--- src/rtl/video_wr_sched.sv ---
// video_wr_sched: write-port scheduler for Video_Mem.
// Shares the single Video_Mem write port between two sources:
//   - Core video writes, which cannot be stalled. They are buffered in a
//     small FIFO while the port is busy (vm_ready low).
//   - A rectangle/screen fill engine, which is served only when no core
//     write is waiting.
// The memory-side outputs vm_we/vm_addr/vm_data form one registered slot.
// Optional build macro: VIDEO_WR_STATS_EN adds stat_core/stat_fill/stat_drop.
module video_wr_sched #(
   parameter int DEPTH = 8,
   parameter int CNT_W = 16
) (
   input  logic             clk,
   input  logic             rst,
   input  logic             core_we,
   input  logic [31:0]      core_addr,
   input  logic [31:0]      core_data,
   input  logic             fill_start,
   input  logic [31:0]      fill_base,
   input  logic [CNT_W-1:0] fill_count,
   input  logic [31:0]      fill_data,
   output logic             fill_busy,
   output logic             fill_done,
   output logic             vm_we,
   output logic [31:0]      vm_addr,
   output logic [31:0]      vm_data,
   input  logic             vm_ready,
   output logic             ovf
`ifdef VIDEO_WR_STATS_EN
   ,
   output logic [31:0]      stat_core,
   output logic [31:0]      stat_fill,
   output logic [31:0]      stat_drop
`endif
);

   localparam int AW = (DEPTH > 1) ? $clog2(DEPTH) : 1;
   localparam logic [AW:0] FULL_CNT = (AW+1)'(DEPTH);

   typedef enum logic {
      IDLE,
      RUN
   } fill_state_t;

   // Core write FIFO
   logic [31:0]      fifo_addr [DEPTH];
   logic [31:0]      fifo_data [DEPTH];
   logic [AW-1:0]    wr_ptr;
   logic [AW-1:0]    rd_ptr;
   logic [AW:0]      count;

   // Slot tags: whether the slot holds a fill word, and whether it is the last one
   logic             slot_fill;
   logic             slot_last;

   // Fill engine state
   fill_state_t      state;
   logic [31:0]      fill_addr;
   logic [31:0]      fill_pat;
   logic [CNT_W-1:0] fill_left;

   // Scheduling decisions
   logic slot_free;
   logic consumed;
   logic fifo_empty;
   logic fifo_full;
   logic pop;
   logic bypass;
   logic fill_load;
   logic push_req;
   logic push;
   logic drop;

   // Per-cycle load arbitration: FIFO head, then core bypass, then fill
   always_comb begin
      slot_free  = !vm_we || vm_ready;
      consumed   = vm_we && vm_ready;
      fifo_empty = (count == '0);
      fifo_full  = (count == FULL_CNT);
      pop        = slot_free && !fifo_empty;
      bypass     = slot_free && fifo_empty && core_we;
      fill_load  = slot_free && fifo_empty && !core_we &&
                   (state == RUN) && (fill_left != '0);
      push_req   = core_we && !bypass;
      push       = push_req && (!fifo_full || pop);
      drop       = push_req && fifo_full && !pop;
   end

   // FIFO storage; contents need no reset since count gates every read
   always_ff @(posedge clk) begin
      if (push) begin
         fifo_addr[wr_ptr] <= core_addr;
         fifo_data[wr_ptr] <= core_data;
      end
   end

   // FIFO pointers and occupancy
   always_ff @(posedge clk) begin
      if (rst) begin
         wr_ptr <= '0;
         rd_ptr <= '0;
         count  <= '0;
      end else begin
         if (push) wr_ptr <= wr_ptr + 1'b1;
         if (pop)  rd_ptr <= rd_ptr + 1'b1;
         case ({push, pop})
            2'b10:   count <= count + 1'b1;
            2'b01:   count <= count - 1'b1;
            default: count <= count;
         endcase
      end
   end

   // Output slot: load a new write when empty or being consumed, else hold
   always_ff @(posedge clk) begin
      if (rst) begin
         vm_we     <= 1'b0;
         vm_addr   <= '0;
         vm_data   <= '0;
         slot_fill <= 1'b0;
         slot_last <= 1'b0;
      end else if (pop) begin
         vm_we     <= 1'b1;
         vm_addr   <= fifo_addr[rd_ptr];
         vm_data   <= fifo_data[rd_ptr];
         slot_fill <= 1'b0;
         slot_last <= 1'b0;
      end else if (bypass) begin
         vm_we     <= 1'b1;
         vm_addr   <= core_addr;
         vm_data   <= core_data;
         slot_fill <= 1'b0;
         slot_last <= 1'b0;
      end else if (fill_load) begin
         vm_we     <= 1'b1;
         vm_addr   <= fill_addr;
         vm_data   <= fill_pat;
         slot_fill <= 1'b1;
         slot_last <= (fill_left == CNT_W'(1));
      end else if (consumed) begin
         vm_we     <= 1'b0;
      end
   end

   // Fill FSM: RUN ends only once the last fill word has left the slot
   always_ff @(posedge clk) begin
      if (rst) begin
         state     <= IDLE;
         fill_busy <= 1'b0;
         fill_done <= 1'b0;
         fill_addr <= '0;
         fill_pat  <= '0;
         fill_left <= '0;
      end else begin
         fill_done <= 1'b0;
         case (state)
            IDLE: begin
               if (fill_start) begin
                  if (fill_count == '0) begin
                     fill_done <= 1'b1;
                  end else begin
                     state     <= RUN;
                     fill_busy <= 1'b1;
                     fill_addr <= fill_base;
                     fill_pat  <= fill_data;
                     fill_left <= fill_count;
                  end
               end
            end
            RUN: begin
               if (fill_load) begin
                  fill_addr <= fill_addr + 32'd4;
                  fill_left <= fill_left - 1'b1;
               end
               if (consumed && slot_fill && slot_last) begin
                  state     <= IDLE;
                  fill_busy <= 1'b0;
                  fill_done <= 1'b1;
               end
            end
            default: state <= IDLE;
         endcase
      end
   end

   // Sticky overflow flag on any dropped core write
   always_ff @(posedge clk) begin
      if (rst)       ovf <= 1'b0;
      else if (drop) ovf <= 1'b1;
   end

`ifdef VIDEO_WR_STATS_EN
   // Traffic counters, wrapping at 2^32
   always_ff @(posedge clk) begin
      if (rst) begin
         stat_core <= '0;
         stat_fill <= '0;
         stat_drop <= '0;
      end else begin
         if (consumed && !slot_fill) stat_core <= stat_core + 32'd1;
         if (consumed && slot_fill)  stat_fill <= stat_fill + 32'd1;
         if (drop)                   stat_drop <= stat_drop + 32'd1;
      end
   end
`endif

endmodule

--- config.mk ---
export PLATFORM = sky130hd
export DESIGN_NAME = video_wr_sched
export DESIGN_NICKNAME = d
export VERILOG_FILES = /design/src/rtl/video_wr_sched.sv
export SDC_FILE = /design/constraint.sdc
export NUM_CORES = 1
export LEC_CHECK = 0
export CORE_MARGIN = 2
export CORE_UTILIZATION = 40
export CTS_CLUSTER_DIAMETER = 120
export DETAILED_ROUTE_END_ITERATION = 8
export SYNTH_ARGS = -nofsm -noshare
export SYNTH_HDL_FRONTEND = slang
export SYNTH_SLANG_ARGS = --single-unit
--- constraint.sdc ---
create_clock -name clk -period 8.1 [get_ports clk]
set_input_delay 2.025 -clock clk [delete_from_list [all_inputs] [get_ports clk]]
set_output_delay 2.025 -clock clk [all_outputs]
set_load 0.01 [all_outputs]
* Yosys cells after proc, flatten, opt, wreduce, memory -nomap -nowiden
Memory sizes are Yosys's and may differ from the RTL's. A register that Yosys moved wholly into a read port is not among the register bits.
Index checks and enable logic that the tools add are counted.
** Operators by class
- Multipliers :: 0
- Equal/unequal tests :: 8
- $add $sub $neg :: 6
- Shift operators :: 0
- Order comparisons :: 0
- Bitwise gates (word level) :: 2
- Muxes and demuxes :: 37
- Reduce and logical (&&, ||, !) cells :: 31
- Div/mod/pow operators :: 0
** Operator list (count)
- 32-bit 2-to-1 mux :: 9
- 32-bit case mux with 2 select lines :: 1
- 16-bit 2-to-1 mux :: 3
- 32-bit by 3-bit adder with 32-bit output, second input constant :: 1
- 16-bit case mux with 2 select lines :: 1
- 16-bit by 1-bit equality test with 1-bit output, second input constant :: 1
- 16-bit zero test :: 1
- 16-bit nonzero test :: 1
- 16-bit by 1-bit subtractor with 16-bit output, second input constant :: 1
- 1-bit 2-to-1 mux :: 15
- 1-bit logical AND :: 13
- 3-bit 2-to-1 mux :: 4
- 3-bit AND reduction :: 3
- 4-bit case mux with 2 select lines :: 1
- 3-bit by 1-bit adder with 3-bit output, second input constant :: 2
- 1-bit zero test :: 6
- 1-bit case mux with 2 select lines :: 3
- 4-bit by 1-bit adder with 4-bit output, second input constant :: 1
- 4-bit equality test, second input constant :: 1
- 4-bit zero test :: 1
- 2-bit by 1-bit inequality test with 1-bit output, second input constant :: 2
- 2-bit inequality test, second input constant :: 2
- 4-bit nonzero test :: 1
- 4-bit by 1-bit subtractor with 4-bit output, second input constant :: 1
- other kinds (7) :: 9
** Storage, ports and cells
- Output and inout bits :: 68
- Memory bits (writable) :: 512
- Word-level logic and storage cells :: 101
- Latch bits :: 0
- Memories kept :: 2
- Memory bits (read-only) :: 0
- Bits in registers :: 161
- Bits of input ports :: 149
** Memory list
- fifo_addr :: words 8, width 32, rd ports 1, clocked after memory_dff 1, wr ports 1, line 46 : logic [31:0] fifo_addr [DEPTH];
- fifo_data :: words 8, width 32, rd ports 1, clocked after memory_dff 1, wr ports 1, line 47 : logic [31:0] fifo_data [DEPTH];

* Longest topological paths before layout
- Depth in word-level cells :: 9
- Mapped depth :: 10
- Mapped depth without buffers :: 8

* Worst setup path after synthesis
Ideal clock, no wire load.
- Path type :: input to register
- Start point :: input vm_ready
- End point :: memory fifo_addr[2][0], enable pin
- Setup slack :: -0.175 ns
- Data arrival time :: 7.697 ns
- Data required time :: 7.522 ns
- Buffers on the path :: 0
- Cell stages on the path :: 5
- Setup time :: 0.578 ns
- Cells stage by stage :: nor2b_1 xnor2_1 a21oi_1 nand2b_1 nor3b_1
** On the way
- Word-level cells in the longest chain between the ends :: 8
- Elaborated cells on any way between the ends :: 10
- Those cells by class :: 2 x mux; 8 x reduce/logical
** Ends and longest elaborated chain
- from (decl) :: line 27 : input logic vm_ready,
- 1-bit logical OR (*) :: line 76 : slot_free = !vm_we || vm_ready;
- 1-bit logical AND (2 in series) :: line 81 : bypass = slot_free && fifo_empty && core_we;
- 1-bit zero test :: line 84 : push_req = core_we && !bypass;
- 1-bit logical AND :: line 84
- 1-bit logical AND (*) :: line 85 : push = push_req && (!fifo_full || pop);
- 1-bit 2-to-1 mux (*) :: line 91 : if (push) begin
- 1-bit 2-to-1 mux (implied by the code) (*) :: line 92 : fifo_addr[wr_ptr] <= core_addr;
- to (decl) :: line 46
Every way passes the cells marked *; elsewhere a longest branch is shown, timed or not.

* Final worst setup path
- Start point :: input vm_ready
- End point :: memory fifo_addr[5][22], enable pin
The elaborated chain is that of the path after synthesis.

==> flow_summary.json <==
{
  "outcome": "finished, final reports clean",
  "async_flop_share": 0,
  "avgSynthCellArea_um2": 15.1,
  "firstDrtPassIters": 5,
  "reg2reg_from": "count[3]",
  "slew-limit-headroom": 0.216,
  "ys_seq_elements": 676,
  "cap_violations": 0,
  "postCtsSetupBuffers": 0,
  "seq_area_frac_synth": 0.693,
  "place_inst": 2773,
  "fillers": 5700,
  "std_cell_rows": 95,
  "core_um2": 66900,
  "clock-sinks": 676,
  "netlist_instances": 1781,
  "r2r_cells": 6,
  "rsz0062_at_grt": "no",
  "setup_viol": 0,
  "holdBufCountCts": 0,
  "r2r-end": "vm_addr[6]",
  "finalSetupTns_ns": 0,
  "synth_top_area_cell": "edfxtp_1",
  "dp_hpwl_mm": 40.8,
  "rrSetupSlack_ns": 4.55,
  "ir_drop_v": 0.000190,
  "crit_buf_inv": 2,
  "grt_start_max_net_pins": 82,
  "syn_nets": 1937,
  "ys_warn_count": 0,
  "required_ns": 8.30,
  "cts_tree": "built",
  "synth_flop_cell": "edfxtp_1",
  "overflow": 0,
  "dieArea_um2": 69400,
  "synthDistinctLibCells": 64,
  "slew_violations": 0,
  "drt-initial-drc-count": 1655,
  "arrival_ns": 5.05,
  "power_density_nw_per_um2": 313,
  "p_leak_nw": 10.1,
  "ios": 217,
  "die_w_um": 263,
  "cts_max_path_buffers": 3,
  "finalCritPeriodShare": 0.598,
  "root_buffer": "clkbuf_16",
  "synth_area_um2": 26900,
  "synth_top_area_share": 0.571,
  "cp.depth": 7,
  "hold_viol_final": 0,
  "cp-startpoint": "vm_ready",
  "tightest_slew_ns": 1.17,
  "grtUsageTotal": 0.200,
  "gp_congestion": 0.838,
  "max_stage_delay_ns": 0.83,
  "critPathKind": "in2reg",
  "initial_utilization": 0.402,
  "cp-start-kind": "input port",
  "hold_class": "reg2reg",
  "layout-area-overhead-vs-synth_pct": 19.7,
  "via_per_inst": 5.70,
  "crit_fanout": 64,
  "numCtsBuffers": 72,
  "period_minus_slack_ns": 4.85,
  "synth.top_cells.by_area": "edfxtp_1 57%, dfxtp_1 12%, mux4_2 11%",
  "postRouteAntennaNets": 0,
  "crit_path_end_kind": "flop",
  "grt_pass1_vias": 16844,
  "fin_area_um2": 32200,
  "wl_mm": 69.4,
  "placedInstanceArea_um2": 30000,
  "cpMaxStageDelayCell": "buf_4",
  "endpoint": "fifo_addr[5][22]",
  "numPortBuffers": 216,
  "antenna_found_initial": 7,
  "final_util": 0.482,
  "synth-edff-count": 512,
  "final_nets": 2130,
  "via_count": 16579,
  "h-tree-depth": 3,
  "max_freq_mhz": 206,
  "wl_per_cell_um": 23.9,
  "drive_above_1_share": 0.140,
  "cts-resized-gates": 0,
  "fin_skew_ns": 0.0237,
  "path_delay_family": "buffers and inverters",
  "grt_pass1_wl_mm": 105,
  "drc": 0,
  "cp_cell_sequence": "clkdlybuf4s50_1 -> nor2b_1 -> xnor2_1 -> a21oi_1 -> nand2_1 -> nor3b_4 -> buf_4",
  "clk_pin_slew_ns": 0.06,
  "die_y_um": 263,
  "fin_cells": 2910,
  "worstSkewPairLatency_ns": 0.60
}
## cell families (layout without fill, tap and decap cells)
kind of cell,Yosys count,in the layout,synth area share
AOI/OAI and AO/OA,385,385,0.0887
xor gates and xnor gates,7,7,0.00228
adders and majority gates,7,7,0.00325
buffers and inverters,140,392,0.0213
DFF,676,676,0.693
muxes,137,137,0.111
other,0,4,0
and+or+nand+nor,429,429,0.0811
## per-stage QoR
step | power [mW] | hold slack [ns] | setup slack [ns]
global route | 10.6 | 0.478 | 3.05
finish | 10.1 | 0.457 | 3.25
floorplan | 6.04 | 0.430 | 0.199
detailed placement | 7.08 | 0.449 | 2.69
CTS | 10.2 | 0.457 | 3.31
global placement | 7.02 | 0.445 | 2.72
## how the worst min path moves through the flow
stage / from / depth (start not counted) / endpoint
floorplan: slot_last / 2 / slot_last
global placement: fill_pat[11] / 2 / fill_pat[11]
finish: fill_pat[1] / 2 / fill_pat[1]
global route: fill_pat[2] / 2 / fill_pat[2]
detailed placement: fill_pat[3] / 2 / fill_pat[3]
CTS: fill_pat[2] / 2 / fill_pat[2]
## worst min-delay path, cell delays in order, from the launching register on
cell and delay [ns]:
dfxtp_1 0.31, nand2_1 0.05, a21oi_1 0.05
## synth_stat cells (11+ instances only)
library cell,number
edfxtp_1,512
dfxtp_1,164
mux4_2,128
nand2_1,124
a21oi_1,90
nor3_1,90
clkbuf_1,88
o21ai_0,83
nor2b_1,82
a211oi_1,76
o22ai_1,60
nor2_1,42
o21ai_1,23
buf_2,18
nand3_1,17
buf_1,15
and3_1,13
inv_1,13
nor4_1,13
nand4_1,11
## final cells by class
class / instances / area [µm²] / share of cell area
Inverter: 13 / 48.8 / 0.00151
Multi-Input combinational cell: 965 / 7800 / 0.242
Antenna cell: 4 / 10.0 / 0.000310
Timing Repair Buffer: 246 / 2380 / 0.0740
Clock buffer: 106 / 2060 / 0.0640
Clock inverter: 27 / 173 / 0.00535
Sequential cell: 676 / 18700 / 0.579
Tap cell: 873 / 1090 / 0.0339
## power breakdown
part | switching [mW] | internal [mW]
Sequential | 0.285 | 4.13
Combinational | 1.41 | 1.15
Clock | 1.32 | 1.80
Total | 3.01 | 7.09
## metal layers
layer / global-route usage / up-vias / share of wire
li1: - / 7446 / -
met5: 0 / - / 0.00078
met2: 0.323 / 542 / 0.48
met4: 0.0663 / 8 / 0.022
met1: 0.276 / 8480 / 0.44
met3: 0.0340 / 103 / 0.059
## layout by cell type, fill, tap and decap left out, drive strengths merged, types with 3 or more instances in the layout
cell type      instances
a211oi                76
a21oi                 90
a31oi                  7
and3                  13
and4                   7
buf                   31
clkbuf               106
clkdlybuf4s50        215
clkinv                21
clkinvlp               3
dfxtp                164
diode                  4
edfxtp               512
ha                     7
inv                   15
mux2                   4
mux2i                  5
mux4                 128
nand2                124
nand2b                 3
nand3                 17
nand4                 11
nor2                  42
nor2b                 82
nor3                  90
nor3b                  5
nor4                  14
o21ai                106
o221ai                 6
o22ai                 60
o2bb2ai                5
o31ai                  4
o32ai                  7
or2                    3
or3                    3
or4                    9
xnor2                  3
xor2                   4
## registers in the layout (all words and copies together), names as in the netlist, 4 cells and up, named ones only
name / flops
vm_addr: 32
count: 4
fifo_data: 256
vm_data: 32
fifo_addr: 256
fill_addr: 32
fill_pat: 32
fill_left: 16
No activity file was read; power rests on OpenSTA's default activity.
